`src/rtl/sw_array_ctrl_if.sv`:
```
// Host-side bundle of the Smith-Waterman array controller: job request,
// scoring configuration, query/target symbol streams and job status.
interface sw_array_ctrl_if #(
   parameter int VW   = 16,
   parameter int LENW = 16
);
   logic                   start;
   logic [LENW-1:0]        q_len;
   logic [LENW-1:0]        t_len;
   logic signed [VW-1:0]   cfg_match;
   logic signed [VW-1:0]   cfg_mismatch;
   logic signed [VW-1:0]   cfg_minus_alpha;
   logic signed [VW-1:0]   cfg_minus_beta;
   logic                   q_valid;
   logic                   q_ready;
   logic [1:0]             q_data;
   logic                   t_valid;
   logic                   t_ready;
   logic [1:0]             t_data;
   logic                   busy;
   logic                   done;
   logic                   error;
   logic [VW-1:0]          best_score;

   // Controller side
   modport slave (
      input  start, q_len, t_len,
      input  cfg_match, cfg_mismatch, cfg_minus_alpha, cfg_minus_beta,
      input  q_valid, q_data, t_valid, t_data,
      output q_ready, t_ready, busy, done, error, best_score
   );

   // Host side
   modport master (
      output start, q_len, t_len,
      output cfg_match, cfg_mismatch, cfg_minus_alpha, cfg_minus_beta,
      output q_valid, q_data, t_valid, t_data,
      input  q_ready, t_ready, busy, done, error, best_score
   );
endinterface

```
`src/rtl/sw_array_ctrl.sv`:
```
// Sequencer for the linear Smith-Waterman PE chain: latches a job, shifts
// the query into the chain, streams the target through PE0 under a single
// advance enable, drains the pipeline and tracks the best cell score.
module sw_array_ctrl #(
   parameter int NUM_PE = 64,
   parameter int VW     = 16,
   parameter int LENW   = 16
) (
   input  logic                   clk,
   input  logic                   rst,
   sw_array_ctrl_if.slave         host,
   output logic                   pe_s_shift,
   output logic [1:0]             pe_s_data,
   output logic                   pe_en,
   output logic [1:0]             pe_t,
   output logic                   pe_newline,
   output logic [LENW-1:0]        pe_active,
   output logic signed [VW-1:0]   match,
   output logic signed [VW-1:0]   mismatch,
   output logic signed [VW-1:0]   minus_alpha,
   output logic signed [VW-1:0]   minus_beta,
   input  logic [VW-1:0]          score_in
);

   typedef enum logic [2:0] {IDLE, LOAD, RUN, DRAIN, FINISH} stateT;

   stateT            state;
   logic [LENW-1:0]  qLen;
   logic [LENW-1:0]  tLen;
   logic [LENW-1:0]  cnt;
   logic [LENW-1:0]  cntInc;
   logic             busyR;
   logic             qReadyR;
   logic             tReadyR;
   logic             doneR;
   logic             errorR;
   logic [VW-1:0]    bestR;
   logic             firstBeat;
   logic             enD_p1;
   logic             qBeat;
   logic             tBeat;

   // Lengths must fit the chain and describe a non-empty job; this also
   // guarantees the LENW-bit counters never wrap.
   function automatic logic lenLegal(input logic [LENW-1:0] ql,
                                     input logic [LENW-1:0] tl);
      return (ql != '0) && (ql <= LENW'(NUM_PE)) && (tl != '0);
   endfunction

   assign cntInc = cnt + LENW'(1);
   assign qBeat  = qReadyR & host.q_valid;
   assign tBeat  = tReadyR & host.t_valid;

   // Job sequencing, configuration latching and best-score tracking
   always_ff @(posedge clk or posedge rst) begin
      if (rst) begin
         state       <= IDLE;
         qLen        <= '0;
         tLen        <= '0;
         cnt         <= '0;
         busyR       <= 1'b0;
         qReadyR     <= 1'b0;
         tReadyR     <= 1'b0;
         doneR       <= 1'b0;
         errorR      <= 1'b0;
         bestR       <= '0;
         firstBeat   <= 1'b0;
         enD_p1      <= 1'b0;
         match       <= '0;
         mismatch    <= '0;
         minus_alpha <= '0;
         minus_beta  <= '0;
      end else begin
         doneR  <= 1'b0;
         // score_in reflects the chain update made while pe_en was high
         enD_p1 <= pe_en;
         if (enD_p1 && (score_in > bestR))
            bestR <= score_in;

         unique case (state)
            IDLE: begin
               // the done cycle itself still counts as finishing the job
               if (host.start && !doneR) begin
                  qLen        <= host.q_len;
                  tLen        <= host.t_len;
                  match       <= host.cfg_match;
                  mismatch    <= host.cfg_mismatch;
                  minus_alpha <= host.cfg_minus_alpha;
                  minus_beta  <= host.cfg_minus_beta;
                  if (!lenLegal(host.q_len, host.t_len)) begin
                     doneR  <= 1'b1;
                     errorR <= 1'b1;
                  end else begin
                     errorR  <= 1'b0;
                     bestR   <= '0;
                     cnt     <= '0;
                     busyR   <= 1'b1;
                     qReadyR <= 1'b1;
                     state   <= LOAD;
                  end
               end
            end
            LOAD: begin
               if (qBeat) begin
                  cnt <= cntInc;
                  if (cntInc == qLen) begin
                     cnt       <= '0;
                     qReadyR   <= 1'b0;
                     tReadyR   <= 1'b1;
                     firstBeat <= 1'b1;
                     state     <= RUN;
                  end
               end
            end
            RUN: begin
               if (tBeat) begin
                  firstBeat <= 1'b0;
                  cnt       <= cntInc;
                  if (cntInc == tLen) begin
                     cnt     <= '0;
                     tReadyR <= 1'b0;
                     state   <= DRAIN;
                  end
               end
            end
            DRAIN: begin
               cnt <= cntInc;
               if (cntInc == qLen) begin
                  cnt   <= '0;
                  state <= FINISH;
               end
            end
            FINISH: begin
               busyR <= 1'b0;
               doneR <= 1'b1;
               state <= IDLE;
            end
            default: state <= IDLE;
         endcase
      end
   end

   // Same-cycle chain controls: query pass-through and advance gating
   always_comb begin
      pe_s_shift = qBeat;
      pe_s_data  = qBeat ? host.q_data : 2'd0;
      pe_en      = tBeat | (state == DRAIN);
      pe_t       = tBeat ? host.t_data : 2'd0;
      pe_newline = tBeat & firstBeat;
   end

   assign pe_active       = qLen;
   assign host.q_ready    = qReadyR;
   assign host.t_ready    = tReadyR;
   assign host.busy       = busyR;
   assign host.done       = doneR;
   assign host.error      = errorR;
   assign host.best_score = bestR;

endmodule

```
`src/flat_wrapper.sv`:
```
// flat-port wrapper written by rule: the top's interface ports become plain ports
module sw_array_ctrl_flat 
#(
   parameter int NUM_PE = 64,
   parameter int VW     = 16,
   parameter int LENW   = 16
)
  (clk, rst, pe_s_shift, pe_s_data, pe_en, pe_t, pe_newline, pe_active, match, mismatch, minus_alpha, minus_beta, score_in, host_start, host_q_len, host_t_len, host_cfg_match, host_cfg_mismatch, host_cfg_minus_alpha, host_cfg_minus_beta, host_q_valid, host_q_data, host_t_valid, host_t_data, host_q_ready, host_t_ready, host_busy, host_done, host_error, host_best_score);
  sw_array_ctrl_if #(.VW(VW), .LENW(LENW)) host_i ();
  input  logic clk;
  input  logic rst;
  output logic pe_s_shift;
  output logic [1:0] pe_s_data;
  output logic pe_en;
  output logic [1:0] pe_t;
  output logic pe_newline;
  output logic [LENW-1:0] pe_active;
  output logic signed [VW-1:0] match;
  output logic signed [VW-1:0] mismatch;
  output logic signed [VW-1:0] minus_alpha;
  output logic signed [VW-1:0] minus_beta;
  input  logic [VW-1:0] score_in;
  input wire logic [$bits(host_i.start)-1:0] host_start;
  input wire logic [$bits(host_i.q_len)-1:0] host_q_len;
  input wire logic [$bits(host_i.t_len)-1:0] host_t_len;
  input wire logic [$bits(host_i.cfg_match)-1:0] host_cfg_match;
  input wire logic [$bits(host_i.cfg_mismatch)-1:0] host_cfg_mismatch;
  input wire logic [$bits(host_i.cfg_minus_alpha)-1:0] host_cfg_minus_alpha;
  input wire logic [$bits(host_i.cfg_minus_beta)-1:0] host_cfg_minus_beta;
  input wire logic [$bits(host_i.q_valid)-1:0] host_q_valid;
  input wire logic [$bits(host_i.q_data)-1:0] host_q_data;
  input wire logic [$bits(host_i.t_valid)-1:0] host_t_valid;
  input wire logic [$bits(host_i.t_data)-1:0] host_t_data;
  output wire logic [$bits(host_i.q_ready)-1:0] host_q_ready;
  output wire logic [$bits(host_i.t_ready)-1:0] host_t_ready;
  output wire logic [$bits(host_i.busy)-1:0] host_busy;
  output wire logic [$bits(host_i.done)-1:0] host_done;
  output wire logic [$bits(host_i.error)-1:0] host_error;
  output wire logic [$bits(host_i.best_score)-1:0] host_best_score;
  assign host_i.start = host_start;
  assign host_i.q_len = host_q_len;
  assign host_i.t_len = host_t_len;
  assign host_i.cfg_match = host_cfg_match;
  assign host_i.cfg_mismatch = host_cfg_mismatch;
  assign host_i.cfg_minus_alpha = host_cfg_minus_alpha;
  assign host_i.cfg_minus_beta = host_cfg_minus_beta;
  assign host_i.q_valid = host_q_valid;
  assign host_i.q_data = host_q_data;
  assign host_i.t_valid = host_t_valid;
  assign host_i.t_data = host_t_data;
  assign host_q_ready = host_i.q_ready;
  assign host_t_ready = host_i.t_ready;
  assign host_busy = host_i.busy;
  assign host_done = host_i.done;
  assign host_error = host_i.error;
  assign host_best_score = host_i.best_score;
  sw_array_ctrl #(.NUM_PE(NUM_PE), .VW(VW), .LENW(LENW)) u_core (.clk(clk), .rst(rst), .host(host_i), .pe_s_shift(pe_s_shift), .pe_s_data(pe_s_data), .pe_en(pe_en), .pe_t(pe_t), .pe_newline(pe_newline), .pe_active(pe_active), .match(match), .mismatch(mismatch), .minus_alpha(minus_alpha), .minus_beta(minus_beta), .score_in(score_in));
endmodule
```
`config.mk`:
```
export PLATFORM = sky130hd
export DESIGN_NAME = sw_array_ctrl_flat
export DESIGN_NICKNAME = d
export VERILOG_FILES = /design/src/rtl/sw_array_ctrl_if.sv /design/src/rtl/sw_array_ctrl.sv /design/src/flat_wrapper.sv
export SDC_FILE = /design/constraint.sdc
export NUM_CORES = 1
export LEC_CHECK = 0
export CAP_MARGIN = 20
export CORE_MARGIN = 2
export CORE_UTILIZATION = 42
export CTS_CLUSTER_DIAMETER = 200
export DETAILED_ROUTE_END_ITERATION = 10
export GPL_TIMING_DRIVEN = 0
export PLACE_DENSITY = 0.77
export RECOVER_POWER = 25
export REMOVE_ABC_BUFFERS = 1
export SYNTH_ARGS = -nofsm -noshare
export SYNTH_HDL_FRONTEND = slang
export SYNTH_SLANG_ARGS = --single-unit
```
`constraint.sdc`:
```
create_clock -name clk -period 4.1 [get_ports clk]
set_clock_uncertainty 0.2 [all_clocks]
set_input_delay 0.615 -clock clk [delete_from_list [all_inputs] [get_ports clk]]
set_output_delay 0.615 -clock clk [all_outputs]
set_load 0.005 [all_outputs]
```
==> flow_metrics.tcl, run 1 <==
set metrics [dict create \
    cp-startpoint "u_core.cnt[0]$_DFFE_PP0P_" \
    synthArstFlopShare_pct 100 \
    clkPwrFrac_pct 40.9 \
    switching_power_mw 0.979 \
    grt_max_degree 86 \
    drive_above_1_share_pct 19.6 \
    wl_um 18800 \
    diodes 0 \
    cp-start-kind "register" \
    grt_pass1_vias 5944 \
    fin_crit_ps 3840 \
    num_io_pins 229 \
    synth-edff-count 0 \
    max_freq_ghz 0.261 \
    violations "capacitance limit, slew limit" \
    synth_area_leaders "dfrtp_1 (48%), mux2_2 (15%), o21ai_0 (3.5%)" \
    multi_input_area_um2 3480 \
    clkTransAtPathRegs_ps 60 \
    synth.distinct_cells 54 \
    synth_seq_cells 138 \
    antenna_found_initial 0 \
    start_util_pct 43.0 \
    p_seq_share_pct 39.9 \
    final_design_area_no_fill_um2 10400 \
    h-tree-depth 4 \
    tightest_slew_ps 1760 \
    clock_sinks 138 \
    track_usage_pct 21.7 \
    seq_area_frac_synth_pct 48.2 \
    rsz0062_at_grt "false" \
    status "complete, but fails checks" \
    crit_path_end_kind "register" \
    yosysTopAreaCellShare_pct 48.2 \
    grt_pass1_wl_um 30800 \
    antenna_left 0 \
    cts.path.max_buffers 2 \
    fin_crit_sh_pct 93.6 \
    fillers 1328 \
    crit_type "register to register" \
    timing.rr.end "u_core.cnt[6]$_DFFE_PP0P_" \
    min_path_cells 2 \
    p_leak_nw 4.58 \
    placed_area_um2 9740 \
    critPathRequiredTime_ps 4190 \
    swShare_pct 25.8 \
    die_y_um 135 \
    rows 47 \
    vias_per_cell 5.23 \
    synth_top_cells_by_count "dfrtp_1 (138), mux2_2 (94), o21ai_0 (50), nor2_1 (32), nand2_1 (29)" \
    drtIter0Drc 280 \
    chipWidth_um 135 \
    hold_ws_ps 296 \
    total_power_mw 3.80 \
    hold_viol_final 0 \
    port_buffers 228 \
    crit_end "u_core.cnt[6]$_DFFE_PP0P_" \
    worstPathArrival_ps 3930 \
    syn-cell-area_um2 7160 \
    detailedRoute.firstPassIterationCount 5 \
    ir_drop_mv 0.267 \
    drv_slew 86 \
    yosysMostFrequentCell "dfrtp_1" \
    cts_made_buffers 17 \
    synthFlopType "dfrtp_1" \
    worst_slack_ps 263 \
    worstPathMaxFanout 14 \
    setup_viol 0 \
    hold_class "register to register" \
    internal_power_mw 2.82 \
    fin_util_pct 62.4 \
    dieArea_um2 18100 \
    relSlewSlack_pct -17.4 \
    combPwrFrac_pct 19.3 \
    dp_hpwl_um 14300 \
    place_congestion 0.848 \
    via_count 5752 \
    clk_latency_ps 430 \
    cts_root_buffer "clkbuf_16" \
    p_per_area_nw_per_um2 366 \
    layout.nets 1004 \
    synth.largest_area_cell "dfrtp_1" \
    synthCells 635 \
    wl_per_cell_um 17.1 \
    reg2reg_slack_ps 260 \
    overflow 0 \
    core_area_um2 16600 \
    yosys_warnings 0 \
    ff_latch_area_um2 3450 \
    avgSynthCellArea_um2 11.3 \
    drc 0 \
    max_cap_viol_count 1 \
    area_growth_pct 45.0 \
    cts_tree "yes" \
    reg2reg_from "u_core.cnt[0]$_DFFE_PP0P_" \
    place_ws_ps -1330 \
    reg2reg_depth 9 \
]
-- cell usage in the layout, fill, tap and decap left out, drive strengths merged, types with 3 or more instances in the layout --
master         synthesis  layout
nand4                 12      12
nand2                 30      30
nor2                  32      32
clkinvlp               0       5
or3b                   3       3
mux2i                 19      19
a21o                   6       6
or3                    5       5
nand3                 11      11
nor2b                  4       4
clkinv                 0       3
nor3                  13      13
o31ai                  8       8
nor4                  17      17
clkdlybuf4s50          0     227
ha                    17      17
xor2                  17      17
a21oi                 12      12
clkbuf                24      21
xnor3                  5       5
o21ai                 51      51
a211oi                 5       5
or4                    7       7
nand2b                 3       3
xnor2                 29      29
mux2                  94      94
buf                   15      22
o2111ai                5       5
inv                   28      30
and3                   7       7
dfrtp                138     138
-- power by group through the flow --
stage               clock, mW  sequential [mW]  combinational [mW]
global placement            0             1.53               0.710
CTS                      1.58             1.51               0.747
finish                   1.55             1.51               0.731
global route             1.64             1.52               0.817
detailed placement          0             1.54               0.743
floorplan                   0             1.53               0.357
-- worst max-delay path: stages, from the launching register on --
cell	delay (ps)
dfrtp_1	530
ha_1	270
nand3_1	490
nor2_1	400
xnor2_1	210
nand4_1	190
nor4_2	680
o31ai_1	240
a21oi_4	380
nor2_1	100
-- routing by layer --
| metal | routed length, um | share of wire (%) | track usage (%) |
|---|---|---|---|
| met1 | 7640 | 41 | 26.2 |
| met4 | 374 | 2.0 | 7.31 |
| met2 | 9130 | 48 | 35.6 |
| met3 | 1680 | 8.9 | 8.78 |
| met5 | 0 | 0 | 0 |
-- sequential cells by signal (all words and copies together), names as in the netlist, 16 cells and up --
register and cells:
u_core.cnt 16, u_core.host.best_score 16, u_core.match 16, u_core.minus_alpha 16, u_core.minus_beta 16, u_core.mismatch 16, u_core.pe_active 16, u_core.tLen 16
-- area by class of cell --
cell class                 count  area share (%)
multi-input combinational    430            33.5
inverter                      28            1.05
tap                          220            2.65
timing repair buffer         251            23.8
clock inverter                12            1.34
clock buffer                  20            4.40
sequential                   138            33.3
-- worst min path at each step --
stage | from | to | slack, ps
floorplan | u_core.host.error$_DFFE_PP0P_ | u_core.host.error$_DFFE_PP0P_ | 290
global placement | u_core.host.error$_DFFE_PP0P_ | u_core.host.error$_DFFE_PP0P_ | 280
detailed placement | u_core.host.error$_DFFE_PP0P_ | u_core.host.error$_DFFE_PP0P_ | 290
global route | u_core.minus_beta[10]$_DFFE_PP0P_ | u_core.minus_beta[10]$_DFFE_PP0P_ | 310
finish | u_core.host.error$_DFFE_PP0P_ | u_core.host.error$_DFFE_PP0P_ | 300
CTS | u_core.host.error$_DFFE_PP0P_ | u_core.host.error$_DFFE_PP0P_ | 300
-- per-stage QoR --
step	instances	TNS, ps
2_1_floorplan	596	-928150
3_3_place_gp	1044	-2003620
3_5_place_dp	1061	-17120
4_1_cts	1093	0
5_1_grt	1099	0
6_report	1099	0
-- logic make-up after synthesis --
family	Yosys count	share of synthesized area, %
AO/OA/AOI/OAI	101	8.63
XOR/XNOR	51	7.30
adder cells (fa/ha/maj)	17	2.97
buffers and inverters	67	3.77
flip-flops	138	48.2
multiplexers	113	17.4
AND/OR/NAND/NOR	148	11.7
-- repair_timing --
| action | CTS | global route |
|---|---|---|
| buffers inserted | 0 | 6 |
| resized for setup | 4 | 2 |
| hold buffers | 0 | 0 |
| pin swaps | 0 | 2 |
| endpoints found under the hold margin | 0 | 0 |
| setup endpoints to repair | 15 | 15 |
No activity file was read; power rests on OpenSTA's default activity.
==> run 2, diff against run 1 <==
CORE_UTILIZATION = 58   (was 42)
DONT_BUFFER_PORTS = 1   (was not set)
PLACE_DENSITY = 0.76   (was 0.77)
SKIP_LAST_GASP = 1   (was not set)
==> flow_metrics.tcl, run 2 (synthesis results as in run 1) <==
set metrics [dict create \
    status "complete, but fails checks" \
    violations "capacitance limit, slew limit" \
    drv_slew 44 \
    hold_viol_final 0 \
    crit_path_top_delay_cell "dfrtp_1" \
    grt_max_degree 96 \
    diodes 0 \
    grt_pass1_wl_um 26200 \
    place_congestion 0.918 \
    grt_pass1_vias 5080 \
    place_ws_ps -311 \
    wl_per_cell_um 21.3 \
    crit_chain "nand4_4 -> or3_1 -> xnor2_1 -> or4_4 -> nor4_4 -> nand2_2 -> or4_1 -> a21oi_1" \
    clk_latency_ps 420 \
    via_count 4984 \
    relSlewSlack_pct -38.6 \
    cts_made_buffers 17 \
    fin_crit_sh_pct 89.6 \
    die_y_um 115 \
    fin_util_pct 66.2 \
    dieArea_um2 13300 \
    fin_crit_ps 3670 \
    h-tree-depth 4 \
    clkPwrFrac_pct 41.3 \
    p_leak_nw 3.69 \
    swShare_pct 27.4 \
    crit_type "register to register" \
    dp_hpwl_um 12500 \
    max_stage_delay_ps 580 \
    crit_path_end_kind "register" \
    worstPathArrival_ps 3820 \
    cp-start-kind "register" \
    layout.nets 773 \
    core_area_um2 12000 \
    cts_root_buffer "clkbuf_16" \
    setup_viol 0 \
    multi_input_area_um2 3480 \
    drive_above_1_share_pct 25.6 \
    clock_sinks 138 \
    worstPathMaxFanout 16 \
    chipWidth_um 115 \
    overflow 0 \
    antenna_left 0 \
    cts_tree "yes" \
    area_growth_pct 11.0 \
    start_util_pct 59.6 \
    drc 0 \
    mostFrequentLayoutCells "dfrtp_1 (138), mux2_2 (94), o21ai_0 (50)" \
    tightest_slew_ps 2070 \
    combPwrFrac_pct 13.4 \
    ff_latch_area_um2 3450 \
    cts.path.max_buffers 2 \
    rows 40 \
    switching_power_mw 0.927 \
    critPathRequiredTime_ps 4250 \
    vias_per_cell 6.27 \
    fillers 910 \
    ir_drop_mv 0.310 \
    port_buffers 0 \
    p_seq_share_pct 45.3 \
    max_freq_ghz 0.272 \
    max_cap_viol_count 1 \
    worst_slack_ps 428 \
    antenna_found_initial 0 \
    clkTransAtPathRegs_ps 60 \
    num_io_pins 229 \
    internal_power_mw 2.45 \
    layout_commonest_cell "dfrtp_1" \
    detailedRoute.firstPassIterationCount 4 \
    track_usage_pct 26.1 \
    drtIter0Drc 417 \
    p_per_area_nw_per_um2 425 \
    hold_class "input port to register" \
    rsz0062_at_grt "false" \
    wl_um 16900 \
]
-- run 2: cell types whose count changed in the layout (fill, tap and decap cells not counted) --
cell,before,now
nor4_2,6,4
buf_16,0,1
o31a_1,0,1
clkinv_2,1,3
nor4_4,1,2
buf_4,19,15
bufinv_16,2,0
clkinvlp_2,0,1
clkdlybuf4s50_1,227,0
clkbuf_8,2,1
o31a_2,1,0
clkbuf_2,1,0
nor4_1,10,11
-- run 2: critical path, delay by kind of cell, from the launching register on --
kind | cells | cell delay (ps)
flops | 1 | 580
compound gates | 1 | 150
simple gates | 6 | 2460
xor+xnor | 1 | 210
-- run 2: power groups by stage --
stage / Combinational, mW / Clock [mW] / Sequential, mW
after floorplan: 0.357 / 0 / 1.53
after global placement: 0.414 / 0 / 1.55
after detailed placement: 0.457 / 0 / 1.56
after CTS: 0.461 / 1.41 / 1.53
after global routing: 0.514 / 1.48 / 1.54
final: 0.454 / 1.39 / 1.53
-- run 2: timing repair --
| item | CTS | global route |
|---|---|---|
| setup buffers | 0 | 5 |
| hold buffers | 1 | 0 |
| pin swaps | 0 | 1 |
| setup endpoints to repair | 11 | 16 |
| resized for setup | 1 | 4 |
| hold endpoints to repair | 43 | 0 |
-- run 2: cell type report --
class,count,area share (%)
multi-input cells,430,43.7
flip-flops and latches,138,43.4
clock buffers,19,5.57
repair buffers,20,2.41
well taps,147,2.31
inverters,28,1.34
clock inverters,13,1.21
-- run 2: worst paths after layout --
path	from	end	slack [ps]	cells after the start
max	u_core.cnt[5]$_DFFE_PP0P_	u_core.state[1]$_DFFE_PP0P_	430	8
min	host_t_len[9]	u_core.tLen[9]$_DFFE_PP0P_	140	2
max reg2reg	u_core.cnt[5]$_DFFE_PP0P_	u_core.state[1]$_DFFE_PP0P_	430	8
min reg2reg	u_core.match[12]$_DFFE_PP0P_	u_core.match[12]$_DFFE_PP0P_	330	1
max in group asynchronous	rst	u_core.pe_active[15]$_DFFE_PP0P_	1580	3
min in group asynchronous	rst	u_core.mismatch[3]$_DFFE_PP0P_	990	2
-- run 2: per-layer routing --
layer  GRT usage [%]  vias to the layer above  wire length, um
met5               0                        -                0
met4            9.64                        0              382
met3            8.65                       32             1450
met2            42.4                      226             8240
met1            32.8                     2457             6850
li1                -                     2269                -
-- run 2: stage by stage --
step	instances	area, um2	TNS [ps]	hold slack [ps]	total power, mW
after global routing	795	7950	0	127	3.53
after floorplan	596	7000	-928150	291	1.89
final	795	7950	0	139	3.38
after global placement	743	7180	-1528370	310	1.97
after detailed placement	757	7340	-3250	320	2.01
after CTS	790	7890	0	121	3.41
==> run 3, diff against run 2 <==
SKIP_CTS_REPAIR_TIMING = 1   (was not set)
==> flow_metrics.tcl, run 3 (synthesis results as in run 1) <==
set metrics [dict create \
    layout.nets 773 \
    start_util_pct 59.6 \
    place_ws_ps -311 \
    p_leak_nw 3.69 \
    tightest_slew_ps 2070 \
    core_area_um2 12000 \
    dp_hpwl_um 12500 \
    cp-start-kind "register" \
    grt_max_degree 96 \
    internal_power_mw 2.45 \
    place_congestion 0.918 \
    rsz0062_at_grt "false" \
    antenna_left 0 \
    relSlewSlack_pct -39.0 \
    layout_commonest_cell "dfrtp_1" \
    clkTransAtPathRegs_ps 60 \
    cts_tree "yes" \
    cts.path.max_buffers 2 \
    hold_viol_final 0 \
    reg2reg_from "u_core.cnt[5]$_DFFE_PP0P_" \
    detailedRoute.firstPassIterationCount 6 \
    crit_type "register to register" \
    p_per_area_nw_per_um2 425 \
    overflow 0 \
    diodes 0 \
    worstPathMaxFanout 16 \
    max_cap_viol_count 1 \
    swShare_pct 27.5 \
    drtIter0Drc 365 \
    grt_pass1_vias 5061 \
    fillers 912 \
    drc 0 \
    area_growth_pct 11.0 \
    cts_made_buffers 17 \
    num_io_pins 229 \
    wl_um 17000 \
    reg2reg_depth 8 \
    holdPathEnd "u_core.tLen[9]$_DFFE_PP0P_" \
    crit_path_end_kind "register" \
    max_freq_ghz 0.272 \
    grt_pass1_wl_um 26100 \
    worstPathArrival_ps 3820 \
    clock_sinks 138 \
    switching_power_mw 0.928 \
    crit_path_top_delay_cell "dfrtp_1" \
    timing.rr.end "u_core.state[1]$_DFFE_PP0P_" \
    worst_slack_ps 429 \
    max_stage_delay_ps 580 \
    combPwrFrac_pct 13.4 \
    p_seq_share_pct 45.3 \
    ir_drop_mv 0.311 \
    antenna_found_initial 0 \
    via_count 4996 \
    rows 40 \
    reg2reg_slack_ps 430 \
    min_path_cells 2 \
    dieArea_um2 13300 \
    cp-startpoint "u_core.cnt[5]$_DFFE_PP0P_" \
    die_y_um 115 \
    clkPwrFrac_pct 41.3 \
    mostFrequentLayoutCells "dfrtp_1 (138), mux2_2 (94), o21ai_0 (50)" \
    critPathRequiredTime_ps 4250 \
    vias_per_cell 6.28 \
    fin_crit_sh_pct 89.5 \
    hold_ws_ps 137 \
    chipWidth_um 115 \
    drive_above_1_share_pct 25.6 \
    clk_latency_ps 420 \
    fin_crit_ps 3670 \
    port_buffers 0 \
    hold_path.startpoint "host_t_len[9]" \
    drv_slew 44 \
    wl_per_cell_um 21.4 \
    h-tree-depth 4 \
    setup_viol 0 \
    hold_class "input port to register" \
    track_usage_pct 26.0 \
    violations "capacitance limit, slew limit" \
    crit_chain "nand4_4 -> or3_1 -> xnor2_1 -> or4_4 -> nor4_4 -> nand2_2 -> or4_1 -> a21oi_1" \
    cts_root_buffer "clkbuf_16" \
    status "complete, but fails checks" \
]
## run 3: cell counts in the layout (fill, tap and decap cells not counted)
No cell type changed its count.
## run 3: worst max-delay path by stage
stage	depth (start not counted)	slack, ps	endpoint
finish	8	430	u_core.state[1]$_DFFE_PP0P_
CTS	9	-340	u_core.cnt[14]$_DFFE_PP0P_
global placement	5	-15320	u_core.host.best_score[6]$_DFF_PP0_
floorplan	5	-10020	u_core.host.best_score[0]$_DFF_PP0_
global route	9	100	u_core.state[1]$_DFFE_PP0P_
detailed placement	9	-310	u_core.cnt[6]$_DFFE_PP0P_
## run 3: final cells by class
class                           count  area (um2)  share of cell area [%]
Multi-Input combinational cell    430        3480                    43.7
Tap cell                          147         184                    2.31
Clock inverter                     13        96.3                    1.21
Timing Repair Buffer               20         191                    2.41
Inverter                           28         106                    1.34
Clock buffer                       19         443                    5.57
Sequential cell                   138        3450                    43.4
## run 3: power by group through the flow
stage / combinational, mW / sequential [mW] / clock [mW]
2_1_floorplan: 0.357 / 1.53 / 0
3_3_place_gp: 0.414 / 1.55 / 0
3_5_place_dp: 0.457 / 1.56 / 0
4_1_cts: 0.460 / 1.53 / 1.41
5_1_grt: 0.514 / 1.54 / 1.48
6_report: 0.454 / 1.53 / 1.39
## run 3: stage by stage
| stage | power, mW | std cells | area [um2] | setup TNS [ps] | util, % |
|---|---|---|---|---|---|
| finish | 3.38 | 795 | 7950 | 0 | 66.2 |
| global route | 3.53 | 795 | 7950 | 0 | 66.2 |
| CTS | 3.41 | 789 | 7880 | -3560 | 65.6 |
| detailed placement | 2.01 | 757 | 7340 | -3250 | 61.1 |
| global placement | 1.97 | 743 | 7180 | -1528370 | 59.8 |
| floorplan | 1.89 | 596 | 7000 | -928150 | - |
## run 3: layer usage
metal | vias up | track usage [%] | routed length (um)
met2 | 245 | 42.3 | 8230
li1 | 2269 | - | -
met1 | 2451 | 32.7 | 6900
met4 | 0 | 9.64 | 390
met5 | - | 0 | 0
met3 | 31 | 8.65 | 1470
## run 3: worst max-delay path, delay by kind of cell, from the launching register on
family	cells	cell delay, ps
and+or+nand+nor	6	2450
xor gates and xnor gates	1	210
DFF	1	580
AOI/OAI and AO/OA	1	150
